`src/rtl/level_sequencer_pkg.sv`:
```
// Shared definitions for the level sequencer: field widths, default
// round parameters, FSM state encoding and a saturating level helper.
// SEQ_LIVES_EN selects multi-life play; without it the first miss ends the game.
package level_sequencer_pkg;

  localparam int LEVEL_W         = 4;
  localparam int SEC_W           = 4;
  localparam int DEF_MAX_LEVEL   = 9;
  localparam int DEF_PLAY_TIME_S = 5;
  localparam int DEF_LIVES       = 3;

`ifdef SEQ_LIVES_EN
  localparam bit LIVES_EN = 1'b1;
`else
  localparam bit LIVES_EN = 1'b0;
`endif

  typedef enum logic [2:0] {
    ST_IDLE      = 3'd0,
    ST_ARM       = 3'd1,
    ST_COUNTDOWN = 3'd2,
    ST_PLAY      = 3'd3,
    ST_CHECK     = 3'd4,
    ST_WIN       = 3'd5,
    ST_LOSE      = 3'd6
  } seq_state_e;

  // Next level, pinned at the top level so the counter can never wrap.
  function automatic logic [LEVEL_W-1:0] level_inc(input logic [LEVEL_W-1:0] lvl,
                                                   input logic [LEVEL_W-1:0] top);
    return (lvl >= top) ? top : lvl + LEVEL_W'(1);
  endfunction

endpackage

```
`src/rtl/level_sequencer_round.sv`:
```
// round_timer: seconds counter for the player input window. Loaded with the
// window length, stepped down by the 1 Hz strobe while running, and flags a
// timeout on the strobe that would take it from 1 to 0.
module round_timer
  import level_sequencer_pkg::*;
#(
  parameter int PLAY_TIME_S = DEF_PLAY_TIME_S
) (
  input  logic             Clk100M,
  input  logic             Reset_n,
  input  logic             load,
  input  logic             run,
  input  logic             tick1Hz,
  output logic [SEC_W-1:0] secLeft,
  output logic             timeout
);

  localparam logic [SEC_W-1:0] SEC_LOAD = SEC_W'(PLAY_TIME_S);

  logic step;

  assign step    = run && tick1Hz && (secLeft != '0);
  // Combinational so the FSM leaves PLAY on the very edge the count hits zero.
  assign timeout = step && (secLeft == SEC_W'(1));

  // Loadable down-counter, enabled by the 1 Hz strobe.
  always_ff @(posedge Clk100M or negedge Reset_n) begin
    if (!Reset_n) begin
      secLeft <= '0;
    end else if (load) begin
      secLeft <= SEC_LOAD;
    end else if (step) begin
      secLeft <= secLeft - SEC_W'(1);
    end
  end

endmodule

```
`src/rtl/level_sequencer.sv`:
```
// level_sequencer: round sequencing for the countdown/level game.
// Optional multi-life play is enabled with SEQ_LIVES_EN.
//
// state        | meaning
// -------------+---------------------------------------------------
// ST_IDLE      | waiting for the first start request
// ST_ARM       | one-cycle start pulse to the countdown timer
// ST_COUNTDOWN | waiting for the countdown timer's done pulse
// ST_PLAY      | input window open, seconds counting down
// ST_CHECK     | judge the answer; advance, retry or end
// ST_WIN       | game won, win held until the next start
// ST_LOSE      | game lost, gameOver held until the next start
module level_sequencer
  import level_sequencer_pkg::*;
#(
  parameter int MAX_LEVEL   = DEF_MAX_LEVEL,
  parameter int PLAY_TIME_S = DEF_PLAY_TIME_S,
  parameter int LIVES       = DEF_LIVES
) (
  input  logic               Clk100M,
  input  logic               Reset_n,
  input  logic               tick1Hz,
  input  logic               startBtn,
  input  logic               timerDone,
  input  logic               playerSubmit,
  input  logic               playerCorrect,
  output logic               timerStart,
  output logic [LEVEL_W-1:0] curLevel,
  output logic               inputEnable,
  output logic [SEC_W-1:0]   secLeft,
  output logic [1:0]         livesLeft,
  output logic               win,
  output logic               gameOver
);

  localparam logic [LEVEL_W-1:0] LEVEL_MAX   = LEVEL_W'(MAX_LEVEL);
  localparam logic [LEVEL_W-1:0] LEVEL_FIRST = LEVEL_W'(1);
  // Without the multi-life option the life count is pinned at one.
  localparam logic [1:0]         LIVES_INIT  = LIVES_EN ? 2'(LIVES) : 2'd1;

  seq_state_e state_q, state_d;
  logic       verdict_q;
  logic       timeout;
  logic       restart;
  logic       timer_load;
  logic       timer_run;
  logic       timer_start_d, input_enable_d, win_d, game_over_d;

  assign restart    = startBtn && ((state_q == ST_IDLE) || (state_q == ST_WIN) ||
                                   (state_q == ST_LOSE));
  assign timer_load = (state_q == ST_COUNTDOWN) && timerDone;
  // A submit in the same cycle as a tick takes priority; the tick is dropped.
  assign timer_run  = (state_q == ST_PLAY) && !playerSubmit;

  round_timer #(
    .PLAY_TIME_S (PLAY_TIME_S)
  ) u_round_timer (
    .Clk100M (Clk100M),
    .Reset_n (Reset_n),
    .load    (timer_load),
    .run     (timer_run),
    .tick1Hz (tick1Hz),
    .secLeft (secLeft),
    .timeout (timeout)
  );

  // State register.
  always_ff @(posedge Clk100M or negedge Reset_n) begin
    if (!Reset_n) begin
      state_q <= ST_IDLE;
    end else begin
      state_q <= state_d;
    end
  end

  // Next-state logic.
  always_comb begin
    state_d = state_q;
    unique case (state_q)
      ST_IDLE:      if (startBtn) state_d = ST_ARM;
      ST_ARM:       state_d = ST_COUNTDOWN;
      ST_COUNTDOWN: if (timerDone) state_d = ST_PLAY;
      ST_PLAY:      if (playerSubmit || timeout) state_d = ST_CHECK;
      ST_CHECK: begin
        if (verdict_q) begin
          state_d = (curLevel >= LEVEL_MAX) ? ST_WIN : ST_ARM;
        end else begin
`ifdef SEQ_LIVES_EN
          state_d = (livesLeft > 2'd1) ? ST_ARM : ST_LOSE;
`else
          state_d = ST_LOSE;
`endif
        end
      end
      ST_WIN:       if (startBtn) state_d = ST_ARM;
      ST_LOSE:      if (startBtn) state_d = ST_ARM;
      default:      state_d = ST_IDLE;
    endcase
  end

  // Output decode from the next state so the registered outputs line up with the state.
  always_comb begin
    timer_start_d  = (state_d == ST_ARM);
    input_enable_d = (state_d == ST_PLAY);
    win_d          = (state_d == ST_WIN);
    game_over_d    = (state_d == ST_LOSE);
  end

  // Registered control outputs.
  always_ff @(posedge Clk100M or negedge Reset_n) begin
    if (!Reset_n) begin
      timerStart  <= 1'b0;
      inputEnable <= 1'b0;
      win         <= 1'b0;
      gameOver    <= 1'b0;
    end else begin
      timerStart  <= timer_start_d;
      inputEnable <= input_enable_d;
      win         <= win_d;
      gameOver    <= game_over_d;
    end
  end

  // Verdict latch: the answer on submit, a miss on timeout.
  always_ff @(posedge Clk100M or negedge Reset_n) begin
    if (!Reset_n) begin
      verdict_q <= 1'b0;
    end else if (state_q == ST_PLAY) begin
      if (playerSubmit) begin
        verdict_q <= playerCorrect;
      end else if (timeout) begin
        verdict_q <= 1'b0;
      end
    end
  end

  // Level and life bookkeeping, reloaded on every (re)start.
  always_ff @(posedge Clk100M or negedge Reset_n) begin
    if (!Reset_n) begin
      curLevel  <= LEVEL_FIRST;
      livesLeft <= LIVES_INIT;
    end else if (restart) begin
      curLevel  <= LEVEL_FIRST;
      livesLeft <= LIVES_INIT;
    end else if (state_q == ST_CHECK) begin
      if (verdict_q) begin
        curLevel <= level_inc(curLevel, LEVEL_MAX);
      end
`ifdef SEQ_LIVES_EN
      else if (livesLeft != 2'd0) begin
        livesLeft <= livesLeft - 2'd1;
      end
`endif
    end
  end

endmodule

```
`config.mk`:
```
export PLATFORM = sky130hd
export DESIGN_NAME = level_sequencer
export DESIGN_NICKNAME = d
export VERILOG_FILES = /design/src/rtl/level_sequencer_pkg.sv /design/src/rtl/level_sequencer_round.sv /design/src/rtl/level_sequencer.sv
export SDC_FILE = /design/constraint.sdc
export NUM_CORES = 1
export LEC_CHECK = 0
export CAP_MARGIN = 20
export CELL_PAD_IN_SITES_DETAIL_PLACEMENT = 1
export CELL_PAD_IN_SITES_GLOBAL_PLACEMENT = 1
export CORE_UTILIZATION = 37
export DETAILED_ROUTE_END_ITERATION = 12
export PLACE_DENSITY = 0.73
export SLEW_MARGIN = 15
export SYNTH_ARGS = -nofsm -noshare
export SYNTH_HDL_FRONTEND = slang
export SYNTH_SLANG_ARGS = --single-unit
export TNS_END_PERCENT = 5
```
`constraint.sdc`:
```
create_clock -name Clk100M -period 1.6 [get_ports Clk100M]
set_input_delay 0.24 -clock Clk100M [delete_from_list [all_inputs] [get_ports Clk100M]]
set_output_delay 0.24 -clock Clk100M [all_outputs]
set_load 0.05 [all_outputs]
```
==> metrics <==
status complete, no violations; RSZ-0062 raised after global routing false; data required time of the critical path 1.83 ns; xor/xnor cell area share of the yosys netlist 1.889%; number of vias in the routed layout 764; proportion of synthesized area in mux cells 1.080%; dominant combinational cell family by area after synthesis simple AND/OR/NAND/NOR gates; total global routing track utilization 17.81%; Synth Instances 94; Routed Wire Length 2068 um; initial antenna violation count 0; simple-gate portion of the synthesized area 21.59%; number of pins exceeding their max-slew limit in the final report 0; area share of the leading cell type in the synthesized netlist 40.49%; TritonCTS clock tree done; Critical Path Sink Type flop; detailed placer's ending HPWL 1603 um; remaining routing DRC violations 0; compound-gate portion of the synthesized area 18.62%; synthesized area divided by synthesized cell count 9.863 um2; aggregate negative setup slack 0 ns; category of the most critical setup path flop to flop; floorplan die width 52.06 um; share of final-layout standard cells stronger than drive strength 1 28.21%; routed wirelength normalized by instance count 14.26 um; final clock skew 0.006344 ns; power density normalized to cell area 1781 nW/um2; Final Cell Area 1196 um2; Final Worst Setup Slack 0.05620 ns; n_diodes 0; net count of the mapped netlist 106; number of port buffers 18; type of the worst min-delay path input port to asynchronous set/reset pin; largest area contributor in the synthesized netlist sky130_fd_sc_hd__dfrtp_1; clock input transition at the sequential cells of the worst setup and hold paths 0.10 ns; share of the core filled with cells in the final layout 52.56%; Critical Path Fanout Max 5; total power consumption of the routed design 2.131 mW; number of ports placed on the die boundary 21; Arrival @ worst endpoint 1.77 ns; number of flops mapped to enable cells by yosys 0; maximum vdd drop 0.8381 mV; Clock Sink Count 16; peak clock frequency supported by timing 647.8 MHz; vias in the first global route 724; predominant post-synthesis flop cell sky130_fd_sc_hd__dfrtp_1; Avg Vias per Cell 5.269; floorplan core area 2276 um2; final estimated routing congestion in global placement 0.7194; period utilisation layout 96.49%; number of fillers in the final layout 271; # setup viols final 0; height of the chip 52.06 um; Std-Cell Rows 17; fraction of registers with async set/reset 100.0%; global-route wire length before repair 3519 um; number of warnings reported in the yosys synthesis log 0; initial core utilization 40.74%; startpoint class of the critical path flop; H-Tree Level Count 1; number of design-rule violations left by the first detailed-router iteration 5; Post-Synth Adder-Cell Area 6.748%; area growth from synthesis to layout 29.02%; cell leakage power 0.5446 nW; max-cap viol count 0; net count of the finished layout 130; sequential element share of the synthesized area 43.32%; Pre-antenna DRT Iters 4; shortest clock period the worst path allows after layout 1.544 ns; length in cells of the worst reg-to-reg path 5; FF+latch count, synth 16; Post-CTS Hold Buffers 0; die outline area 2710 um2; clock tree buffer depth 2; TritonCTS buffer count 3; number of different library cells in the post-synthesis netlist 37; instance area after placement 1152 um2; Syn Std Cell Area 927.1 um2; pre-CTS WS -0.009351 ns; Final Hold Viols 0; clock latency reported for the late side of the worst-skew pair 0.29 ns; largest net degree at the start of global routing 17; cell at the root of the clock tree sky130_fd_sc_hd__clkbuf_4; Detail Route Antenna Nets 0; top post-synthesis cells by area sky130_fd_sc_hd__dfrtp_1, sky130_fd_sc_hd__ha_1, sky130_fd_sc_hd__inv_1; leftover overflow at the end of global routing 0
## cells by family (layout without fill, tap and decap cells)
kind of cell,after synthesis,count (layout)
AO/OA/AOI/OAI,22,22
XOR/XNOR,2,2
adder cells (fa/ha/maj),5,5
buffers and inverters,12,35
flip-flops,16,16
multiplexers,1,1
other,2,2
AND/OR/NAND/NOR,34,34
## area by class of cell
class / count / area (um2) / area share (%)
repair buffers: 23 / 200.2 / 16.74
well taps: 28 / 35.03 / 2.929
inverters: 8 / 30.03 / 2.510
flip-flops and latches: 16 / 406.6 / 34.00
clock buffers: 4 / 36.28 / 3.033
multi-input cells: 66 / 488.0 / 40.79
## placed cells by master, fill, tap and decap left out, types with 3 or more instances in the layout
| cell type | netlist | layout |
|---|---|---|
| sky130_fd_sc_hd__a31oi_1 | 3 | 3 |
| sky130_fd_sc_hd__buf_4 | 2 | 16 |
| sky130_fd_sc_hd__clkbuf_4 | 0 | 3 |
| sky130_fd_sc_hd__clkdlybuf4s50_1 | 0 | 6 |
| sky130_fd_sc_hd__dfrtp_1 | 15 | 11 |
| sky130_fd_sc_hd__dfrtp_2 | 0 | 4 |
| sky130_fd_sc_hd__ha_1 | 5 | 4 |
| sky130_fd_sc_hd__inv_1 | 8 | 6 |
| sky130_fd_sc_hd__nand2_1 | 8 | 8 |
| sky130_fd_sc_hd__nand2b_1 | 4 | 4 |
| sky130_fd_sc_hd__nor2_1 | 7 | 7 |
| sky130_fd_sc_hd__o21ai_0 | 5 | 5 |
## sequential cells by signal (all words and copies together) (netlist names)
signal / count
verdict_q: 1
state_q: 3
timerStart: 1
win: 1
inputEnable: 1
u_round_timer.secLeft: 4
curLevel: 4
gameOver: 1
## metal layers
layer / part of all wire [%] / wire, um / up-vias / track usage (%)
met4: 0.63 / 13 / 0 / 5.405
met1: 52 / 1066 / 377 / 25.81
li1: - / - / 372 / -
met5: 0 / 0 / - / 0
met3: 3.0 / 63 / 2 / 3.801
met2: 45 / 924 / 13 / 26.07
## path summary, 6_finish.rpt
check,startpoint,to,slack (ns)
max,curLevel[1]$_DFFE_PN0P_,timerStart$_DFF_PN0_,0.06
max reg2reg,curLevel[1]$_DFFE_PN0P_,timerStart$_DFF_PN0_,0.06
min in group Clk100M,u_round_timer.secLeft[2]$_DFFE_PN0P_,u_round_timer.secLeft[2]$_DFFE_PN0P_,0.52
min,Reset_n,u_round_timer.secLeft[2]$_DFFE_PN0P_,0.27
max in group asynchronous,Reset_n,curLevel[0]$_DFFE_PN1P_,1.07
min reg2reg,u_round_timer.secLeft[2]$_DFFE_PN0P_,u_round_timer.secLeft[2]$_DFFE_PN0P_,0.52
## power by group
part	switching [mW]	total [mW]	internal [mW]	leakage, nW
Sequential	0.188	0.732	0.545	0.197
Clock	0.138	0.276	0.139	0.0210
Combinational	0.672	1.12	0.450	0.326
## worst max-delay path, stage by stage, from the launching register on
cell and delay [ns]:
sky130_fd_sc_hd__dfrtp_2 0.43, sky130_fd_sc_hd__inv_1 0.07, sky130_fd_sc_hd__ha_1 0.19, sky130_fd_sc_hd__o31ai_2 0.30, sky130_fd_sc_hd__a2bb2oi_1 0.30, sky130_fd_sc_hd__and3_1 0.20
## cell usage after synthesis, types with 3 or more instances
cell type and n:
sky130_fd_sc_hd__nand2b_1 4, sky130_fd_sc_hd__o21ai_0 5, sky130_fd_sc_hd__ha_1 5, sky130_fd_sc_hd__nor2_1 7, sky130_fd_sc_hd__inv_1 8, sky130_fd_sc_hd__nand2_1 8
sky130_fd_sc_hd__dfrtp_1 15, sky130_fd_sc_hd__a31oi_1 3
## through the flow
stage / cells / hold slack (ns)
floorplan: 94 / -0.05559
global placement: 140 / 0.4931
detailed placement: 140 / 0.5062
CTS: 144 / 0.2806
global route: 145 / 0.2838
finish: 145 / 0.2680
## repair_timing
item | in CTS | in global routing
setup buffers | 0 | 1
pin swaps | 1 | 1
endpoints found under the setup margin | 1 | 6
resized for setup | 0 | 1
Power figures use the tool's default switching activity.
